--- src/rtl/md_issue_ctrl.sv ---
// md_issue_ctrl: issue and HI/LO hazard controller for the multiply/divide unit.
// Build option MD_CANCEL_EN: a flush blocks accept and cancels a mult/div in its first RUN cycle.
module md_issue_ctrl #(
    parameter int unsigned MUL_CYC = 5,
    parameter int unsigned DIV_CYC = 10
) (
    input  logic        clk,
    input  logic        reset,
    input  logic        op_valid,
    input  logic [4:0]  op_code,
    input  logic [31:0] op_a,
    input  logic [31:0] op_b,
    output logic        op_ready,
    input  logic        d_md_use,
    output logic        stall,
    input  logic        flush,
    output logic        md_start,
    output logic [4:0]  md_ctrl,
    output logic [31:0] md_a,
    output logic [31:0] md_b,
    output logic        md_wr_en,
    input  logic        md_busy,
    output logic        md_err
);
    localparam int unsigned MaxCyc = (MUL_CYC > DIV_CYC) ? MUL_CYC : DIV_CYC;
    localparam int unsigned CntW   = ($clog2(MaxCyc + 1) > 4) ? $clog2(MaxCyc + 1) : 4;
    localparam logic [CntW-1:0] MulCnt = CntW'(MUL_CYC);
    localparam logic [CntW-1:0] DivCnt = CntW'(DIV_CYC);
    localparam logic [CntW-1:0] OneCnt = CntW'(1);

    typedef enum logic {StIdle, StRun} state_e;

    state_e          state_q, state_d;
    logic [CntW-1:0] cnt_q, cnt_d;
    logic            killed_q, killed_d;
    logic [4:0]      cur_ctrl_q, cur_ctrl_d;
    logic            md_err_q, md_err_d;

    logic is_md, is_mul, is_mt, in_run, accept, done, kill_now;

    always_comb begin
        is_md    = (op_code >= 5'd1) && (op_code <= 5'd4);
        is_mul   = (op_code == 5'd1) || (op_code == 5'd2);
        is_mt    = (op_code == 5'd7) || (op_code == 5'd8);
        in_run   = (state_q == StRun);
        op_ready = (state_q == StIdle) && !reset;
`ifdef MD_CANCEL_EN
        accept   = op_valid && op_ready && !flush;
`else
        accept   = op_valid && op_ready;
`endif
        done     = in_run && (cnt_q == OneCnt) && !reset;
    end

`ifdef MD_CANCEL_EN
    // The op is in M only during its first RUN cycle; later flushes belong to younger instructions.
    logic first_cycle;
    assign first_cycle = in_run && (cnt_q == ((cur_ctrl_q <= 5'd2) ? MulCnt : DivCnt));
    assign kill_now    = killed_q || (flush && first_cycle);
`else
    logic unused_flush;
    assign unused_flush = flush;
    assign kill_now     = killed_q;
`endif

    // State register
    always_ff @(posedge clk) begin
        if (reset) begin
            state_q    <= StIdle;
            cnt_q      <= '0;
            killed_q   <= 1'b0;
            cur_ctrl_q <= '0;
            md_err_q   <= 1'b0;
        end else begin
            state_q    <= state_d;
            cnt_q      <= cnt_d;
            killed_q   <= killed_d;
            cur_ctrl_q <= cur_ctrl_d;
            md_err_q   <= md_err_d;
        end
    end

    // Next-state logic
    always_comb begin
        state_d = state_q;
        case (state_q)
            StIdle:  if (accept && is_md) state_d = StRun;
            StRun:   if (cnt_q == OneCnt) state_d = StIdle;
            default: state_d = StIdle;
        endcase

        cnt_d      = in_run ? (cnt_q - OneCnt) : cnt_q;
        killed_d   = killed_q;
        cur_ctrl_d = cur_ctrl_q;
        md_err_d   = md_err_q | (md_busy != in_run);
        if (accept && is_md) begin
            cnt_d      = is_mul ? MulCnt : DivCnt;
            killed_d   = 1'b0;
            cur_ctrl_d = op_code;
        end
`ifdef MD_CANCEL_EN
        else if (flush && first_cycle) begin
            killed_d = 1'b1;
        end
`else
        killed_d = 1'b0;
`endif
    end

    // Output logic
    always_comb begin
        md_start = 1'b0;
        md_ctrl  = '0;
        md_a     = '0;
        md_b     = '0;
        md_wr_en = 1'b0;
        if (accept && is_md) begin
            md_start = 1'b1;
            md_ctrl  = op_code;
            md_a     = op_a;
            md_b     = op_b;
        end else if (accept && is_mt) begin
            md_ctrl  = op_code;
            md_a     = op_a;
            md_wr_en = 1'b1;
        end else if (done) begin
            md_ctrl  = cur_ctrl_q;
            md_wr_en = !kill_now;
        end
        stall  = d_md_use && !reset && (in_run || (accept && is_md));
        md_err = md_err_q && !reset;
    end

endmodule

--- config.mk ---
export PLATFORM = sky130hd
export DESIGN_NAME = md_issue_ctrl
export DESIGN_NICKNAME = d
export VERILOG_FILES = /design/src/rtl/md_issue_ctrl.sv
export SDC_FILE = /design/constraint.sdc
export NUM_CORES = 1
export LEC_CHECK = 0
export ABC_AREA = 0
export BUFFER_PORTS_ARGS = -buffer_cell sky130_fd_sc_hd__buf_2
export CELL_PAD_IN_SITES_DETAIL_PLACEMENT = 1
export CELL_PAD_IN_SITES_GLOBAL_PLACEMENT = 2
export CORE_AREA = 4 4 104 106
export CTS_CLUSTER_DIAMETER = 30
export DETAILED_ROUTE_END_ITERATION = 12
export DIE_AREA = 0 0 108 110
export PLACE_DENSITY = 0.83
export SETUP_SLACK_MARGIN = 0.15
export SYNTH_ARGS = -nofsm -noshare
export SYNTH_HDL_FRONTEND = slang
export SYNTH_SLANG_ARGS = --single-unit
--- constraint.sdc ---
create_clock -name clk -period 1.6 [get_ports clk]
set_clock_uncertainty 0.05 [all_clocks]
set_input_delay 0.16 -clock clk [delete_from_list [all_inputs] [get_ports clk]]
set_output_delay 0.16 -clock clk [all_outputs]
set_load 0.005 [all_outputs]
# Word-level counts from Yosys, hierarchy flattened

Index checks and enable logic that the tools add are counted.

Flip-flop bits (word level): 11
Bits of input ports: 75
Output and inout port bits: 74
Word-level logic and storage cells: 45

Add/sub/neg operators: 1
Magnitude comparators: 2
Equal/unequal tests: 6
Muxes and demuxes: 15
Bitwise gates (word level): 2
Reductions and logical operators: 15

Operators with widths:

| operator              | count |
|---|---|
| $mux W32              | 3 |
| $mux W5               | 3 |
| $mux W4               | 3 |
| $logic_and A1 B1 Y1   | 10 |
| $eq A5 B1 Y1 const B  | 1 |
| $eq A5 B2 Y1 const B  | 1 |
| $eq A5 B3 Y1 const B  | 1 |
| $eq A5 B4 Y1 const B  | 1 |
| $ge A5 B1 Y1 const B  | 1 |
| $le A5 B3 Y1 const B  | 1 |
| $mux W1               | 5 |
| $eq A4 B1 Y1 const B  | 1 |
| $sub A4 B1 Y4 const B | 1 |
| $logic_or A1 B1 Y1    | 3 |
| $pmux W1 S2           | 1 |
| $reduce_bool A2 Y1    | 1 |
| $logic_not A1 Y1      | 1 |
| $ne A1 B1 Y1          | 1 |
| $not A1 Y1            | 1 |
| $or A1 B1 Y1          | 1 |

# Longest topological paths before layout

Depth after elaboration: 6
Gate-level depth with buffers: 8
Mapped depth without buffers: 5

# Least setup slack after synthesis

OpenSTA, ideal clock, no wires.

Kind: input port to output port
From: input port op_code[1]
To: output port md_b[25]
Data arrival time: 1.361 ns
Data required time: 1.390 ns
Slack: 0.029 ns
Stages on the path: 7
Buffers on the path: 4
Cell sequence: buf_6 or3_4 and4_1 buf_6 buf_6 buf_6 and2_1

Cells in the longest elaborated chain, start to end: 4
Elaborated cells between the ends (all ways): 5
Those cells by class: order compare: 2; mux: 1; reduce/logical: 2

Ends and longest elaborated chain:

| item                                                | line | RTL |
|---|---|---|
| start: declaration                                  | 10   | `input logic [4:0] op_code,` |
| $ge A5 B1 Y1 / $le A5 B3 Y1 (equally long branches) | 42   | `is_md = (op_code >= 5'd1) && (op_code <= 5'd4);` |
| $logic_and A1 B1 Y1 *                               | 42   |  |
| $logic_and A1 B1 Y1 *                               | 117  | `if (accept && is_md) begin` |
| $mux W32 *                                          | 117  |  |
| end: declaration                                    | 20   | `output logic [31:0] md_b,` |

Mark *: on every way between the ends. The rest lies on a longest branch, timed or not.

# Worst setup path after layout

From: register state_q, in the netlist in_run
To: output port md_a[29]

Cells in the longest elaborated chain, start to end: 6
Elaborated cells between the ends (all ways): 7
Those cells by class: mux: 2; bitwise: 1; reduce/logical: 4

Ends and longest elaborated chain:

| item                     | line | RTL |
|---|---|---|
| start: declaration       | 33   | `state_e state_q, state_d;` |
| start signal: assignment | 69   | `state_q <= StIdle;` |
| start signal: assignment | 75   | `state_q <= state_d;` |
| $not A1 Y1 *             | -    |  |
| $logic_and A1 B1 Y1 *    | 46   | `op_ready = (state_q == StIdle) && !reset;` |
| $logic_and A1 B1 Y1 *    | 50   | `accept = op_valid && op_ready;` |
| $logic_and A1 B1 Y1      | 122  | `end else if (accept && is_mt) begin` |
| $mux W32                 | 122  |  |
| $mux W32 *               | 117  |  |
| end: declaration         | 19   | `output logic [31:0] md_a,` |

Marked as above.

==> metrics.md <==
| Metric | Value |
|---|---|
| Post-layout worst setup margin | -245 ps |
| Number of nets in the layout | 426 |
| DRC | 0 |
| Nature of the critical path endpoint | output pin |
| WP buf/inv | 3 |
| Violated checks | negative setup slack |
| Diode insertion count for antenna repair | 0 |
| Launch point of the worst hold path | md_busy |
| Category of the worst setup path launch point | flop |
| Min-delay worst type | in2reg |
| Sequential-to-total area share from yosys stat | 18.8% |
| Req. time, crit path | 1390 ps |
| Crit path max-delay family | simple AND/OR/NAND/NOR gates |
| Number of placement rows | 36 |
| CORE AREA | 9770 um2 |
| Final setup TNS | -13720 ps |
| Wire length of the first global-routing pass | 8.34 mm |
| Endpoint of the lowest-slack register-to-register path | cnt_q[3] |
| Clock insertion delay at the later pin of the skew report | 240 ps |
| CTS sink cnt | 11 |
| Number of DRC markers after the initial detailed-route iteration | 36 |
| Timing-limited maximum frequency | 0.542 GHz |
| HPWL after detailed placement | 4.94 mm |
| Detailed-route wire length on metal 1 | 2.29 mm |
| Wire length on met3 | 617 um |
| # setup viols final | 74 |
| Max capacitance violation total | 0 |
| Actual slew at the worst max-slew pin | 446 ps |
| Number of warnings reported in the yosys synthesis log | 0 |
| Cell count after synthesis | 157 |
| Critical-path maximum fanout | 8 |
| Max Slew Vio Count | 0 |
| Number of distinct library cell variants in the gate-level netlist after synthesis | 38 |
| Clock-pin transition on the worst setup and hold timing paths | 50 ps |
| Hold_ws | 195 ps |
| Final total power | 979 uW |
| Post-route cell area | 2980 um2 |
| Met2 wirelength from detailed routing | 3.97 mm |
| Leakage | 0.00153 uW |
| Worst VDD drop | 0.204 mV |
| Number of nets with antenna violations after routing | 0 |
| Die width | 108 um |
| Mapped Nets | 234 |
| Instance count along the most critical hold path | 4 |
| Synthesized flop and latch total | 11 |
| Vias per inst | 3.81 |
| Highest metal layer with signal wires | met4 |
| Global route total overflow | 0 |
| Average size of a mapped cell | 7.48 um2 |
| Via count of the first global-routing pass | 1677 |
| Cell at the slowest stage of the critical path | sky130_fd_sc_hd__dfxtp_2 |
| # H-tree levels | 1 |
| Count of hold buffers inserted by post-cts repair | 0 |
| Ports placed on the boundary | 149 |
| Overall Global Routing Usage | 8.72% |
| Wirelength, routed | 6.92 mm |
| R2R Path Start | in_run |
| Run status | finished with violations |
| Total power divided by cell area | 329 nW/um2 |
| Setup slack of the most critical reg-to-reg path | -20 ps |
| Fin crit share | 115% |
| Maximum number of pins on one net before global-route repair | 35 |
| DIE HEIGHT | 110 um |
| DR vias | 1834 |
| Post-synthesis to final-layout area growth | 154% |
| Number of iterations in the first detailed-routing pass | 4 |
| Antenna violations before repair | 0 |
| Relative max-transition margin | 70.0% |
| Area after DPL | 2210 um2 |
| Cells on worst reg2reg path | 6 |
| Fin. Hold Viols | 0 |
| CP arrival | 1640 ps |
| Buffers added on ports | 147 |
| Cell-by-cell listing of the critical path | nor3b_4, nand2b_1, a21oi_4, buf_12, clkbuf_16, and2_4, buf_6 |
| Worst hold endpoint | md_err_q |
| Crit path kind | reg2out |
| Unrepaired setup endpoints after global routing | true |
| Initial core utilization | 12.0% |
| Die Outline Area | 11900 um2 |
| Root Buffer | sky130_fd_sc_hd__clkbuf_8 |
| Synth Cell Area | 1170 um2 |
| TritonCTS clock tree | done |
| Shortest period the worst path allows | 1850 ps |
| CTS Buffer Depth | 2 |
| Core occupancy in the finished layout | 30.4% |
| Clock buffers created by TritonCTS | 3 |
| Slowest cell delay on critical path | 330 ps |
| Fraction of final layout cells with drive strength greater than 1 | 72.1% |
| WL/cell | 14.4 um |
| Placer Congestion | 0.737 |
==> metrics by stage <==
step                cells  setup WS, ps
finish                481          -245
global route          481          -352
CTS                   463          -188
detailed placement    447         -64.4
global placement      447         -36.5
floorplan             157          50.2
==> registers in the layout, summed over array words and instances (netlist names) <==
register    count
md_err_q        1
cnt_q           4
cur_ctrl_q      5
in_run          1
==> power by group <==
group,switching (uW),leakage (uW),internal [uW]
clock,114,0.0000228,176
combinational,158,0.00142,241
sequential,6.86,0.0000907,284
total,279,0.00153,700
==> area by class of cell <==
class | instances | area [um2]
timing repair buffer | 200 | 1490
fill | 1183 | 6800
sequential | 11 | 224
clock buffer | 4 | 45.0
multi-input combinational | 128 | 1030
inverter | 5 | 18.8
tap | 133 | 166
==> worst register-to-register path: cells and delay by family, from the launching register on <==
kind | cells | cell delay (ps)
AOI/OAI and AO/OA | 1 | 130
and+or+nand+nor | 3 | 730
buffers and inverters | 2 | 300
DFF | 1 | 330
==> routing by layer <==
| layer | GRT usage (%) | up-vias |
|---|---|---|
| met5 | 0 | - |
| met4 | 0.812 | 0 |
| met3 | 2.80 | 4 |
| met2 | 18.3 | 89 |
| met1 | 8.51 | 840 |
| li1 | - | 901 |
==> placed cells by master (no fill, tap or decap), drive strengths merged, types with 2 or more instances in the layout <==
cell	Yosys	layout
a21oi	3	3
a22o	3	3
a31oi	4	4
and2	65	65
buf	7	196
clkbuf	6	8
dfxtp	11	11
ha	2	2
inv	5	5
mux2i	3	3
nand2	3	3
nand2b	2	2
nor2	11	11
nor2b	3	3
nor3	2	2
nor3b	5	5
nor4	2	2
o21ai	3	3
xnor2	2	2
==> cells by family after synthesis <==
kind of cell    count (synthesis)  share of synthesized area [%]
compound gates                 21                           12.9
xor+xnor                        3                           2.24
fa+ha+maj                       2                           2.13
buf+inv                        18                           9.49
flops                          11                           18.8
mux                             3                           2.56
simple gates                   99                           51.9
==> worst max-delay path by stage <==
stage	slack (ps)	cells past startpoint	to	from
after floorplan	50	7	md_b[25]	op_code[2]
after global placement	-40	6	cnt_q[2]	op_code[1]
after detailed placement	-60	8	md_a[26]	op_code[2]
after CTS	-190	6	md_a[26]	in_run
after global routing	-350	7	md_a[1]	in_run
final	-250	7	md_a[29]	in_run
==> Yosys cell counts, drive strengths merged <==
library cell / n / share of area (%)
and4: 1 / 0.75
nor3b: 5 / 3.6
inv: 5 / 1.6
nor2b: 3 / 1.6
nor4bb: 1 / 0.85
xor2: 1 / 0.75
ha: 2 / 2.1
a32o: 1 / 0.85
nor4: 2 / 1.1
nor4b: 1 / 0.75
a22o: 3 / 2.2
nand3b: 1 / 0.64
mux2i: 3 / 2.6
a22oi: 1 / 0.64
or2b: 1 / 0.64
clkbuf: 6 / 2.2
nand2: 3 / 0.96
o211ai: 1 / 0.64
dfxtp: 11 / 19
a41oi: 1 / 0.75
and2: 65 / 35
nor2: 11 / 3.5
o22ai: 1 / 0.53
a211o: 1 / 0.75
a21oi: 3 / 1.6
or3: 1 / 0.96
nand2b: 2 / 1.1
buf: 7 / 5.7
o21bai: 1 / 0.64
a31oi: 4 / 2.1
a311o: 1 / 0.85
o21ai: 3 / 1.3
nor3: 2 / 0.85
xnor2: 2 / 1.5
==> what timing repair did <==
| action | in CTS | in global routing |
|---|---|---|
| buffers inserted | 12 | 12 |
| pin swaps | 10 | 31 |
| resized for setup | 33 | 61 |
| gates cloned | 0 | 6 |
| setup endpoints to repair | 77 | 80 |
No activity file was read; power rests on OpenSTA's default activity.
